===== src/rtl/drum_pkg.sv =====
// Shared types and constants for the drum voice: FSM state, sine table, LFSR taps/seed.
package drum_pkg;

  typedef enum logic {IDLE, PLAY} voice_state_t;

  localparam int SINE_N = 32;

  // One full sine period, offset-binary, floor(128 + 128*sin(2*pi*i/32)) clamped to 8'hFF.
  localparam logic [7:0] SINE_LUT [SINE_N] = '{
    8'h80, 8'h98, 8'hB0, 8'hC7, 8'hDA, 8'hEA, 8'hF6, 8'hFD,
    8'hFF, 8'hFD, 8'hF6, 8'hEA, 8'hDA, 8'hC7, 8'hB0, 8'h98,
    8'h80, 8'h67, 8'h4F, 8'h38, 8'h25, 8'h15, 8'h09, 8'h02,
    8'h00, 8'h02, 8'h09, 8'h15, 8'h25, 8'h38, 8'h4F, 8'h67
  };

  // Right-shifting Galois form of x^16+x^14+x^13+x^11+1.
  localparam logic [15:0] LFSR_TAPS = 16'hB400;
  localparam logic [15:0] LFSR_SEED = 16'hACE1;

endpackage


===== src/rtl/drum_lfsr.sv =====
// Galois noise LFSR that advances one position per step pulse; the low OUT_W bits are exported.
module drum_lfsr import drum_pkg::*; #(
  parameter int LFSR_W = 16,
  parameter int OUT_W  = LFSR_W
) (
  input  logic              clk,
  input  logic              reset,
  input  logic              step,
  output logic [OUT_W-1:0]  q
);

  localparam logic [LFSR_W-1:0] TAPS = LFSR_W'(LFSR_TAPS);
  localparam logic [LFSR_W-1:0] SEED = LFSR_W'(LFSR_SEED);

  logic [LFSR_W-1:0] state_q, state_d;

  // Next LFSR word: shift right and fold the taps back in when a 1 falls out.
  always_comb begin
    state_d = state_q;
    if (step) begin
      state_d = state_q[0] ? ((state_q >> 1) ^ TAPS) : (state_q >> 1);
    end
  end

  // State register; a non-zero seed keeps the sequence out of the lock-up state.
  always_ff @(posedge clk) begin
    if (reset) state_q <= SEED;
    else       state_q <= state_d;
  end

  assign q = state_q[OUT_W-1:0];

endmodule


===== src/rtl/drum_voice.sv =====
// Triggered percussion voice: decaying, pitch-swept sine blended with LFSR noise,
// one offset-binary sample per SAMPLE_DIV clocks through a two-stage mix pipeline.
// sample_valid is a one-clock pulse with no ready: the consumer must take sample_out
// in the cycle sample_valid is high; sample_out holds its value between pulses.
module drum_voice import drum_pkg::*; #(
  parameter int DATA_W     = 8,
  parameter int PHASE_W    = 16,
  parameter int LUT_AW     = 5,
  parameter int ENV_W      = 8,
  parameter int LFSR_W     = 16,
  parameter int SAMPLE_DIV = 1134
) (
  input  logic                clk,
  input  logic                reset,
  input  logic                trigger,
  input  logic [PHASE_W-1:0]  start_inc,
  input  logic [PHASE_W-1:0]  min_inc,
  input  logic [PHASE_W-1:0]  sweep_step,
  input  logic [ENV_W-1:0]    decay_rate,
  input  logic [DATA_W-1:0]   noise_mix,
  output logic [DATA_W-1:0]   sample_out,
  output logic                sample_valid,
  output logic                busy
);

  localparam int CNT_W = $clog2(SAMPLE_DIV);
  localparam int MW    = 2*DATA_W + ENV_W + 2;
  localparam logic [CNT_W-1:0]     CNT_LAST = CNT_W'(SAMPLE_DIV-1);
  localparam logic signed [MW-1:0] FULL_WT  = MW'(2**DATA_W);
  localparam logic signed [MW-1:0] MID_CODE = MW'(2**(DATA_W-1));
  localparam logic signed [MW-1:0] MAX_CODE = MW'(2**DATA_W-1);
  localparam logic [DATA_W-1:0]    IDLE_OUT = DATA_W'(2**(DATA_W-1));
  localparam logic [DATA_W-1:0]    MSB_FLIP = DATA_W'(2**(DATA_W-1));

  // Tick counter, note FSM and phase/envelope datapath.
  logic [CNT_W-1:0]   cnt_q, cnt_d;
  voice_state_t       state_q, state_d;
  logic [PHASE_W-1:0] phase_q, phase_d;
  logic [PHASE_W-1:0] inc_q, inc_d;
  logic [ENV_W-1:0]   env_q, env_d;
  logic               trig_pend_q, trig_pend_d;
  logic [DATA_W-1:0]  mix_q, mix_d;
  logic               tick_d1_q, tick_d1_d;
  // Stage 1: tone, noise and envelope captured the clock after a tick.
  logic signed [DATA_W-1:0] tone_q, tone_d;
  logic signed [DATA_W-1:0] noise_q, noise_d;
  logic [ENV_W-1:0]         s1_env_q, s1_env_d;
  logic                     s1_v_q, s1_v_d;
  // Stage 2: final sample register.
  logic [DATA_W-1:0]  sample_q, sample_d;
  logic               valid_q, valid_d;

  logic               tick;
  logic [DATA_W-1:0]  lfsr_noise;
  logic [LUT_AW-1:0]  lut_idx;
  logic [DATA_W-1:0]  lut_val;
  logic signed [MW-1:0] tone_x, noise_x, wt_noise_x, wt_tone_x, env_x;
  logic signed [MW-1:0] mixed, scaled, level;

  assign tick = (cnt_q == CNT_LAST);

  drum_lfsr #(
    .LFSR_W (LFSR_W),
    .OUT_W  (DATA_W)
  ) u_lfsr (
    .clk   (clk),
    .reset (reset),
    .step  (tick),
    .q     (lfsr_noise)
  );

  // Tick counter, strike latch and per-tick note update (strike beats decay).
  always_comb begin
    cnt_d       = tick ? '0 : cnt_q + 1'b1;
    trig_pend_d = trig_pend_q | trigger;
    state_d     = state_q;
    phase_d     = phase_q;
    inc_d       = inc_q;
    env_d       = env_q;
    mix_d       = mix_q;
    tick_d1_d   = tick;
    if (tick) begin
      trig_pend_d = 1'b0;
      mix_d       = noise_mix;
      if (trig_pend_q || trigger) begin
        state_d = PLAY;
        phase_d = '0;
        inc_d   = start_inc;
        env_d   = '1;
      end else if (state_q == PLAY) begin
        phase_d = phase_q + inc_q;
        // Borrow-safe sweep: never wraps below the floor.
        if ((inc_q >= sweep_step) && ((inc_q - sweep_step) >= min_inc)) begin
          inc_d = inc_q - sweep_step;
        end else begin
          inc_d = min_inc;
        end
        env_d = (env_q > decay_rate) ? (env_q - decay_rate) : '0;
        if (env_d == '0) state_d = IDLE;
      end
    end
  end

  // Stage 1 inputs: LUT lookup on the post-update phase, converted to two's complement.
  always_comb begin
    lut_idx  = phase_q[PHASE_W-1 -: LUT_AW];
    lut_val  = DATA_W'(SINE_LUT[lut_idx]);
    tone_d   = tone_q;
    noise_d  = noise_q;
    s1_env_d = s1_env_q;
    s1_v_d   = tick_d1_q;
    if (tick_d1_q) begin
      tone_d   = lut_val ^ MSB_FLIP;
      noise_d  = lfsr_noise;
      s1_env_d = env_q;
    end
  end

  // Stage 2: crossfade tone/noise, apply envelope, re-centre and saturate.
  always_comb begin
    tone_x     = {{(MW-DATA_W){tone_q[DATA_W-1]}}, tone_q};
    noise_x    = {{(MW-DATA_W){noise_q[DATA_W-1]}}, noise_q};
    wt_noise_x = {{(MW-DATA_W){1'b0}}, mix_q};
    wt_tone_x  = FULL_WT - wt_noise_x;
    env_x      = {{(MW-ENV_W){1'b0}}, s1_env_q};
    mixed      = (wt_tone_x * tone_x + wt_noise_x * noise_x) >>> DATA_W;
    scaled     = (mixed * env_x) >>> ENV_W;
    level      = scaled + MID_CODE;
    sample_d   = sample_q;
    valid_d    = s1_v_q;
    if (s1_v_q) begin
      if (level < 0)             sample_d = '0;
      else if (level > MAX_CODE) sample_d = '1;
      else                       sample_d = level[DATA_W-1:0];
    end
  end

  // All state registers; reset aborts any note and parks the output at the idle code.
  always_ff @(posedge clk) begin
    if (reset) begin
      cnt_q       <= '0;
      state_q     <= IDLE;
      phase_q     <= '0;
      inc_q       <= '0;
      env_q       <= '0;
      trig_pend_q <= 1'b0;
      mix_q       <= '0;
      tick_d1_q   <= 1'b0;
      tone_q      <= '0;
      noise_q     <= '0;
      s1_env_q    <= '0;
      s1_v_q      <= 1'b0;
      sample_q    <= IDLE_OUT;
      valid_q     <= 1'b0;
    end else begin
      cnt_q       <= cnt_d;
      state_q     <= state_d;
      phase_q     <= phase_d;
      inc_q       <= inc_d;
      env_q       <= env_d;
      trig_pend_q <= trig_pend_d;
      mix_q       <= mix_d;
      tick_d1_q   <= tick_d1_d;
      tone_q      <= tone_d;
      noise_q     <= noise_d;
      s1_env_q    <= s1_env_d;
      s1_v_q      <= s1_v_d;
      sample_q    <= sample_d;
      valid_q     <= valid_d;
    end
  end

  assign sample_out   = sample_q;
  assign sample_valid = valid_q;
  assign busy         = (state_q == PLAY);

endmodule

===== config.mk =====
export PLATFORM = sky130hd
export DESIGN_NAME = drum_voice
export DESIGN_NICKNAME = d
export VERILOG_FILES = /design/src/rtl/drum_pkg.sv /design/src/rtl/drum_lfsr.sv /design/src/rtl/drum_voice.sv
export SDC_FILE = /design/constraint.sdc
export NUM_CORES = 1
export LEC_CHECK = 0
export CAP_MARGIN = 20
export CORE_MARGIN = 5
export CORE_UTILIZATION = 55
export DETAILED_ROUTE_END_ITERATION = 12
export GPL_ROUTABILITY_DRIVEN = 0
export PLACE_DENSITY = 0.82
export SLEW_MARGIN = 5
export SYNTH_ARGS = -nofsm -noshare
export SYNTH_HDL_FRONTEND = slang
export SYNTH_SLANG_ARGS = --single-unit

===== constraint.sdc =====
create_clock -name clk -period 19.95 [get_ports clk]
set_input_delay 5.985 -clock clk [delete_from_list [all_inputs] [get_ports clk]]
set_output_delay 5.985 -clock clk [all_outputs]
set_load 0.1 [all_outputs]

Word level (Yosys, flattened, before mapping)
Memory sizes are Yosys's and may differ from the RTL's.
Cells that the tools add are included.
{ "op_classes": {"bitwise_logic": 4, "n_mux": 16, "mul": 3, "eq_ne": 1, "n_lt_le_gt_ge": 6, "addsub": 7, "n_reduce_logical": 6} }
{ "ops": {"columns": ["cell", "n"], "rows": [
  ["16-bit 2-to-1 mux", 6],
  ["8-bit 2-to-1 mux", 7],
  ["16-bit greater-or-equal comparator", 2],
  ["11-bit by 9-bit multiplier with 20-bit output", 1],
  ["18-bit by 17-bit adder with 19-bit output", 1],
  ["10-bit by 8-bit multiplier with 18-bit output", 1],
  ["9-bit by 8-bit multiplier with 17-bit output", 1],
  ["16-bit adder", 1],
  ["16-bit subtractor", 1],
  ["12-bit by 9-bit adder with 13-bit output (second input constant)", 1],
  ["13-bit by 9-bit greater-than comparator with 1-bit output (second input constant)", 1],
  ["13-bit by 1-bit less-than comparator with 1-bit output (second input constant)", 1],
  ["11-bit by 1-bit adder with 11-bit output (second input constant)", 1],
  ["11-bit equality test (second input constant)", 1],
  ["9-bit by 8-bit subtractor with 10-bit output (first input constant)", 1],
  ["8-bit greater-than comparator", 1],
  ["8-bit zero test", 1],
  ["8-bit subtractor", 1],
  ["6-bit greater-or-equal comparator (second input constant)", 1],
  ["5-bit inverter with 6-bit output", 1],
  ["3-bit inverter with 4-bit output", 1],
  ["1-bit 2-to-1 mux", 3],
  ["2-bit AND reduction", 1],
  ["2-bit nonzero test", 1],
  ["5 further kinds", 5]
]} }
{ "totals": {"ff_bits": 112, "romBits": 256, "memories": 1, "output_inout_bits": 10, "input_bits": 67, "wordCells": 59} }
{ "memory_table": {"columns": ["memory", "words", "width", "read_ports", "rd_ports_with_merged_regs", "write_ports", "line_no", "source"], "rows": [
  ["(no name shown)", 32, 8, 1, 0, 0, "drum_voice.sv:107", "lut_val = DATA_W'(SINE_LUT[lut_idx]);"]
]} }

Logic depth before layout (Yosys ltp)
{ "logic_depth": {"ltp_word": 8, "mapped_depth": 52} }

By module
A second synthesis with hierarchy kept.
{ "hier_totals": {"hier_cells": 1767, "area_unflattened_um2": 15130.8} }
{ "modules_own_cells": {"columns": ["mod", "area_each_um2", "n_inst", "seq_area_each_um2", "cells_each"], "rows": [
  ["drum_voice", 14440.1, 1, 1921.8, 1703],
  ["drum_lfsr", 690.7, 1, 320.3, 64]
]} }

Worst setup path before layout
OpenSTA, ideal clock, no wires.
{ "synth_path": {"kind": "reg2reg", "startpoint": "reg mix_q[0]", "endpoint": "reg sample_q[6], in the netlist sample_out[6]", "path_stages_with_launch": 49, "arrival_ns": 12.150, "synth_period_minus_slack_ns": 12.273, "path_buffers": 1, "path_slack_ns": 7.677, "path_cell_list": "dfxtp_1 -> inv_1 -> ha_1 -> xnor2_1 -> nand2_1 -> fa_1 -> fa_1 -> inv_1 -> fa_1 -> fa_1 -> fa_1 -> inv_1 -> fa_1 -> inv_1 -> ha_1 -> a21o_1 -> a21o_1 -> a221o_1 -> (+13 left out) -> inv_1 -> fa_1 -> inv_1 -> ha_1 -> clkbuf_1 -> a21o_1 -> a21o_1 -> a21o_1 -> nor3_1 -> o21ai_1 -> and2_1 -> a311oi_4 -> ha_1 -> nand3_1 -> a2111oi_4 -> o311ai_4 -> and2_4 -> a221o_1"} }
{ "synth_via": {"elab_chain_cells": 8} }
{ "synth_rtl": {"columns": ["item", "line_no", "source"], "rows": [
  ["start: declaration", "drum_voice.sv:42", "logic [DATA_W-1:0] mix_q, mix_d;"],
  ["start signal: assignment", "drum_voice.sv:162", "mix_q <= mix_d;"],
  ["9-bit by 8-bit subtractor with 10-bit output", "drum_voice.sv:124", "wt_tone_x = FULL_WT - wt_noise_x;"],
  ["10-bit by 8-bit multiplier with 18-bit output", "drum_voice.sv:126", "mixed = (wt_tone_x * tone_x + wt_noise_x * noise_x) >>> DATA_W;"],
  ["18-bit by 17-bit adder with 19-bit output (*)", "drum_voice.sv:126", null],
  ["11-bit by 9-bit multiplier with 20-bit output (*)", "drum_voice.sv:127", "scaled = (mixed * env_x) >>> ENV_W;"],
  ["12-bit by 9-bit adder with 13-bit output (*)", "drum_voice.sv:128", "level = scaled + MID_CODE;"],
  ["13-bit by 9-bit greater-than comparator with 1-bit output", "drum_voice.sv:133", "else if (level > MAX_CODE) sample_d = '1;"],
  ["8-bit 2-to-1 mux", "drum_voice.sv:133", null],
  ["8-bit 2-to-1 mux (*)", "drum_voice.sv:132", "if (level < 0) sample_d = '0;"],
  ["end signal: assignment", "drum_voice.sv:168", "sample_q <= sample_d;"],
  ["end: declaration", "drum_voice.sv:50", "logic [DATA_W-1:0] sample_q, sample_d;"]
]} }
Mark *: on every way between the ends. The rest lies on a longest branch, timed or not.
A chain may end at the register's enable or synchronous reset.

Worst setup path after layout
{ "layout_path": {"startpoint": "reg mix_q[0]", "endpoint": "reg sample_q[5], in the netlist sample_out[5]"} }
The elaborated chain is that of the path after synthesis.

==> impl_metrics.csv <==
group,metric,value,unit
run_status,status,"finished clean",
floorplan,rows,60,
hold_path,hp-class,"flop to flop",
synthesis,synth_top_flop_cell,"dfxtp_1",
power_and_ir_drop,leakage,8.14,nW
detailed_routing,drt_iter0_markers,677,
critical_path,crit_path_frequent_cell,"fa_1",
sta,min_period,13.67,ns
sta,setup_viol,0,
power_and_ir_drop,peakVddDrop,0.0000372,V
final_layout,fin_cells,2164,
detailed_routing,drt-total-wl,33600,um
grt,track_usage,22.6,%
sta,timing.fmax,73.1,MHz
cts,htree_levels,3,
place,pre_cts_ws,6.41,ns
sta,worst_slack,6.28,ns
detailed_routing,highest-signal-layer,"met4",
critical_path,crit_path_top_delay_cell,"a2111oi_0",
power_and_ir_drop,powerDensity,28.0,nW/um^2
cts,root_buffer,"clkbuf_16",
synthesis,synthArstFlopShare,0,%
floorplan,io-pin-count,77,
synthesis,syn-cell-area,15000,sq um
grt,gr-total-overflow,0,
place,place_hpwl,27200,um
critical_path,end_kind,"flop",
grt,grt_start_max_net_pins,43,
detailed_routing,route.met3.wl,1680,um
synthesis,syn_nets,2208,
detailed_routing,avgViaCountPerCell,5.66,
critical_path,crit_fanout,17,
final_layout,fin_nets,2238,
synthesis,synth_cell_types,79,
synthesis,avgSynthCellArea,8.41,sq um
cts,path_clk_slew,0.09,ns
floorplan,die_y,175,um
detailed_routing,drc,0,
detailed_routing,wl_per_cell,15.5,um
sta,skew,0.0186,ns
final_layout,n_antenna_cell,0,
final_layout,multi_input_area,11300,sq um
final_layout,syn2layout_area_growth,8.68,%
floorplan,die_w,175,um
grt,grt_pass1_wl,58700,um
synthesis,yosysTopAreaCellShare,24.0,%
place,place_inst,2148,
floorplan,core_area,27000,sq um
critical_path,slowest_delay,0.78,ns
synthesis,synthTopCellsByArea,"fa_1 (24%), dfxtp_1 (15%), ha_1 (14%)",
synthesis,synth_area_leader_cell,"fa_1",
critical_path,cp_data_required_time,20.19,ns
power_and_ir_drop,intPower,337,uW
synthesis,yosysSeqAreaShare,14.9,%
final_layout,layout-drive-gt1-share,3.02,%
floorplan,die_area,30800,sq um
synthesis,ys_ff_latch,112,
power_and_ir_drop,seqPwrFrac,49.1,%
flow_run,max_cap_viol_count,0,
final_layout,seq_area,2240,sq um
final_layout,postLayoutCoreUtil,60.7,%
place,io_buffer_count,76,
final_layout,fillers,2256,
cts,post_cts_buffers,0,
detailed_routing,wl_met2,16900,um
grt,first_global_vias,12898,
power_and_ir_drop,netSwitchingFraction,26.3,%
sta,rsz0062_at_grt,"false",
critical_path,start_kind,"flop",
cts,cts_resized,0,
detailed_routing,dr.pass1.iters,7,
critical_path,crit_type,"flop to flop",
power_and_ir_drop,p_clk_share,41.0,%
grt,antenna_found_initial,0,
sta,fin_setup_tns,0,ns
sta,hold_violations,0,
cts,cts_buffer_depth,2,
power_and_ir_drop,p_sw,120,uW
detailed_routing,postRouteAntennaNets,0,
synthesis,syn_inst,1788,
cts,cts_sinks,112,
sta,worst_pin_slew,1.12,ns
synthesis,synth_edf_count,0,
sta,slew_headroom,25.3,%
detailed_routing,drt-met1-wl,14100,um
cts,cts_hold_buf,0,
power_and_ir_drop,power.share.combinational,9.9,%
critical_path,crit_arrival,13.91,ns
cts,numCtsBuffers,9,
sta,min_period_over_period,68.5,%
floorplan,start_util,55.8,%
cts,clk_latency,0.37,ns
synthesis,yosys_warnings,0,
detailed_routing,vias,12252,
cts,cts_tree,"done",
sta,drv_slew,0,
[registers in the layout, summed over array words and instances, names as in the netlist]
| signal | cells |
|---|---|
| busy | 1 |
| cnt_q | 11 |
| env_q | 8 |
| inc_q | 16 |
| mix_q | 8 |
| noise_q | 8 |
| phase_q | 16 |
| s1_env_q | 8 |
| s1_v_d | 1 |
| s1_v_q | 1 |
| sample_out | 8 |
| sample_valid | 1 |
| tone_q | 8 |
| trig_pend_q | 1 |
| u_lfsr.state_q | 16 |
[stage by stage]
stage / total power [mW] / hold slack (ns) / area [sq um]
2_1_floorplan: 0.254 / 0.432 / 15000
3_3_place_gp: 0.273 / 0.442 / 16000
3_5_place_dp: 0.275 / 0.448 / 16000
4_1_cts: 0.462 / 0.468 / 16400
5_1_grt: 0.475 / 0.487 / 16400
6_report: 0.458 / 0.463 / 16400
[kinds of logic (layout without fill, tap and decap cells)]
group | Yosys count | in the layout | share of synthesized area [%]
mux | 24 | 24 | 1.85
flops | 112 | 112 | 14.9
xor+xnor | 73 | 73 | 4.25
compound gates | 281 | 281 | 13.0
fa+ha+maj | 353 | 353 | 38.3
buf+inv | 391 | 426 | 9.86
simple gates | 554 | 554 | 17.8
[routing by layer]
metal / vias up / track usage [%]
li1: 5852 / -
met1: 5953 / 28.7
met2: 377 / 40.4
met3: 70 / 2.32
met4: 0 / 7.27
met5: - / 0
[synth_stat cells, drive strengths merged, types with 4 or more instances]
library cell    n
a31oi          12
mux2i          22
or3             5
clkbuf         54
a21o           24
fa            180
and4            4
o21bai         12
nor2b           6
a21oi          77
o21a            7
inv           324
nand4          12
a2111oi         6
nor3           24
o31ai           5
or4             4
o2111ai         4
xor2           27
a32o           11
a211oi         13
dfxtp         112
o211ai         16
xnor2          46
and2          121
buf            10
and3           13
nand3          42
ha            173
a22oi          15
nor2          119
nand2         184
a221o           5
o21ai          48
nand2b         10
[final timing paths]
path | end | slack [ns] | cells after the start | start
min | u_lfsr.state_q[8] | 0.46 | 2 | u_lfsr.state_q[9]
min reg2reg | u_lfsr.state_q[8] | 0.46 | 2 | u_lfsr.state_q[9]
max | sample_out[5] | 6.28 | 47 | mix_q[0]
max reg2reg | sample_out[5] | 6.28 | 47 | mix_q[0]
[worst max-delay path: cells and delay by family (launching register included)]
kind,cells,cell delay (ns)
compound gates,16,4.21
xor+xnor,3,1.00
fa+ha+maj,14,6.08
buf+inv,8,0.59
flops,1,0.62
simple gates,6,1.07
[cells in the final DEF (no fill, tap or decap), types with 5 or more instances in the layout]
cell type	synthesis	layout
a211oi_1	12	12
a21o_1	24	24
a21oi_1	75	75
a221o_1	5	5
a22oi_1	15	15
a31oi_1	12	12
a32o_1	11	11
and2_1	118	118
and3_1	11	11
buf_4	0	9
clkbuf_16	0	9
clkdlybuf4s50_1	0	75
dfxtp_1	112	112
fa_1	180	180
ha_1	173	173
inv_1	323	323
mux2i_1	21	21
nand2_1	183	183
nand2b_1	10	10
nand3_1	42	42
nand4_1	12	12
nor2_1	119	119
nor2b_1	6	6
nor3_1	23	23
o211ai_1	16	16
o21a_1	6	6
o21ai_0	43	43
o21bai_1	12	12
o31ai_1	5	5
xnor2_1	46	46
xor2_1	27	27
[final cells by class]
cell class | instances | area share (%)
Timing Repair Buffer | 85 | 5.03
Clock inverter | 7 | 0.559
Tap cell | 341 | 2.61
Inverter | 325 | 7.46
Sequential cell | 112 | 13.7
Multi-Input combinational cell | 1285 | 69.2
Clock buffer | 9 | 1.38
[power by group through the flow]
stage | combinational (mW) | sequential (mW) | clock, mW
floorplan | 0.0242 | 0.230 | 0
global placement | 0.0435 | 0.230 | 0
detailed placement | 0.0447 | 0.230 | 0
CTS | 0.0450 | 0.225 | 0.192
global route | 0.0498 | 0.225 | 0.200
finish | 0.0453 | 0.225 | 0.188
(Power assumes the default switching activity.)
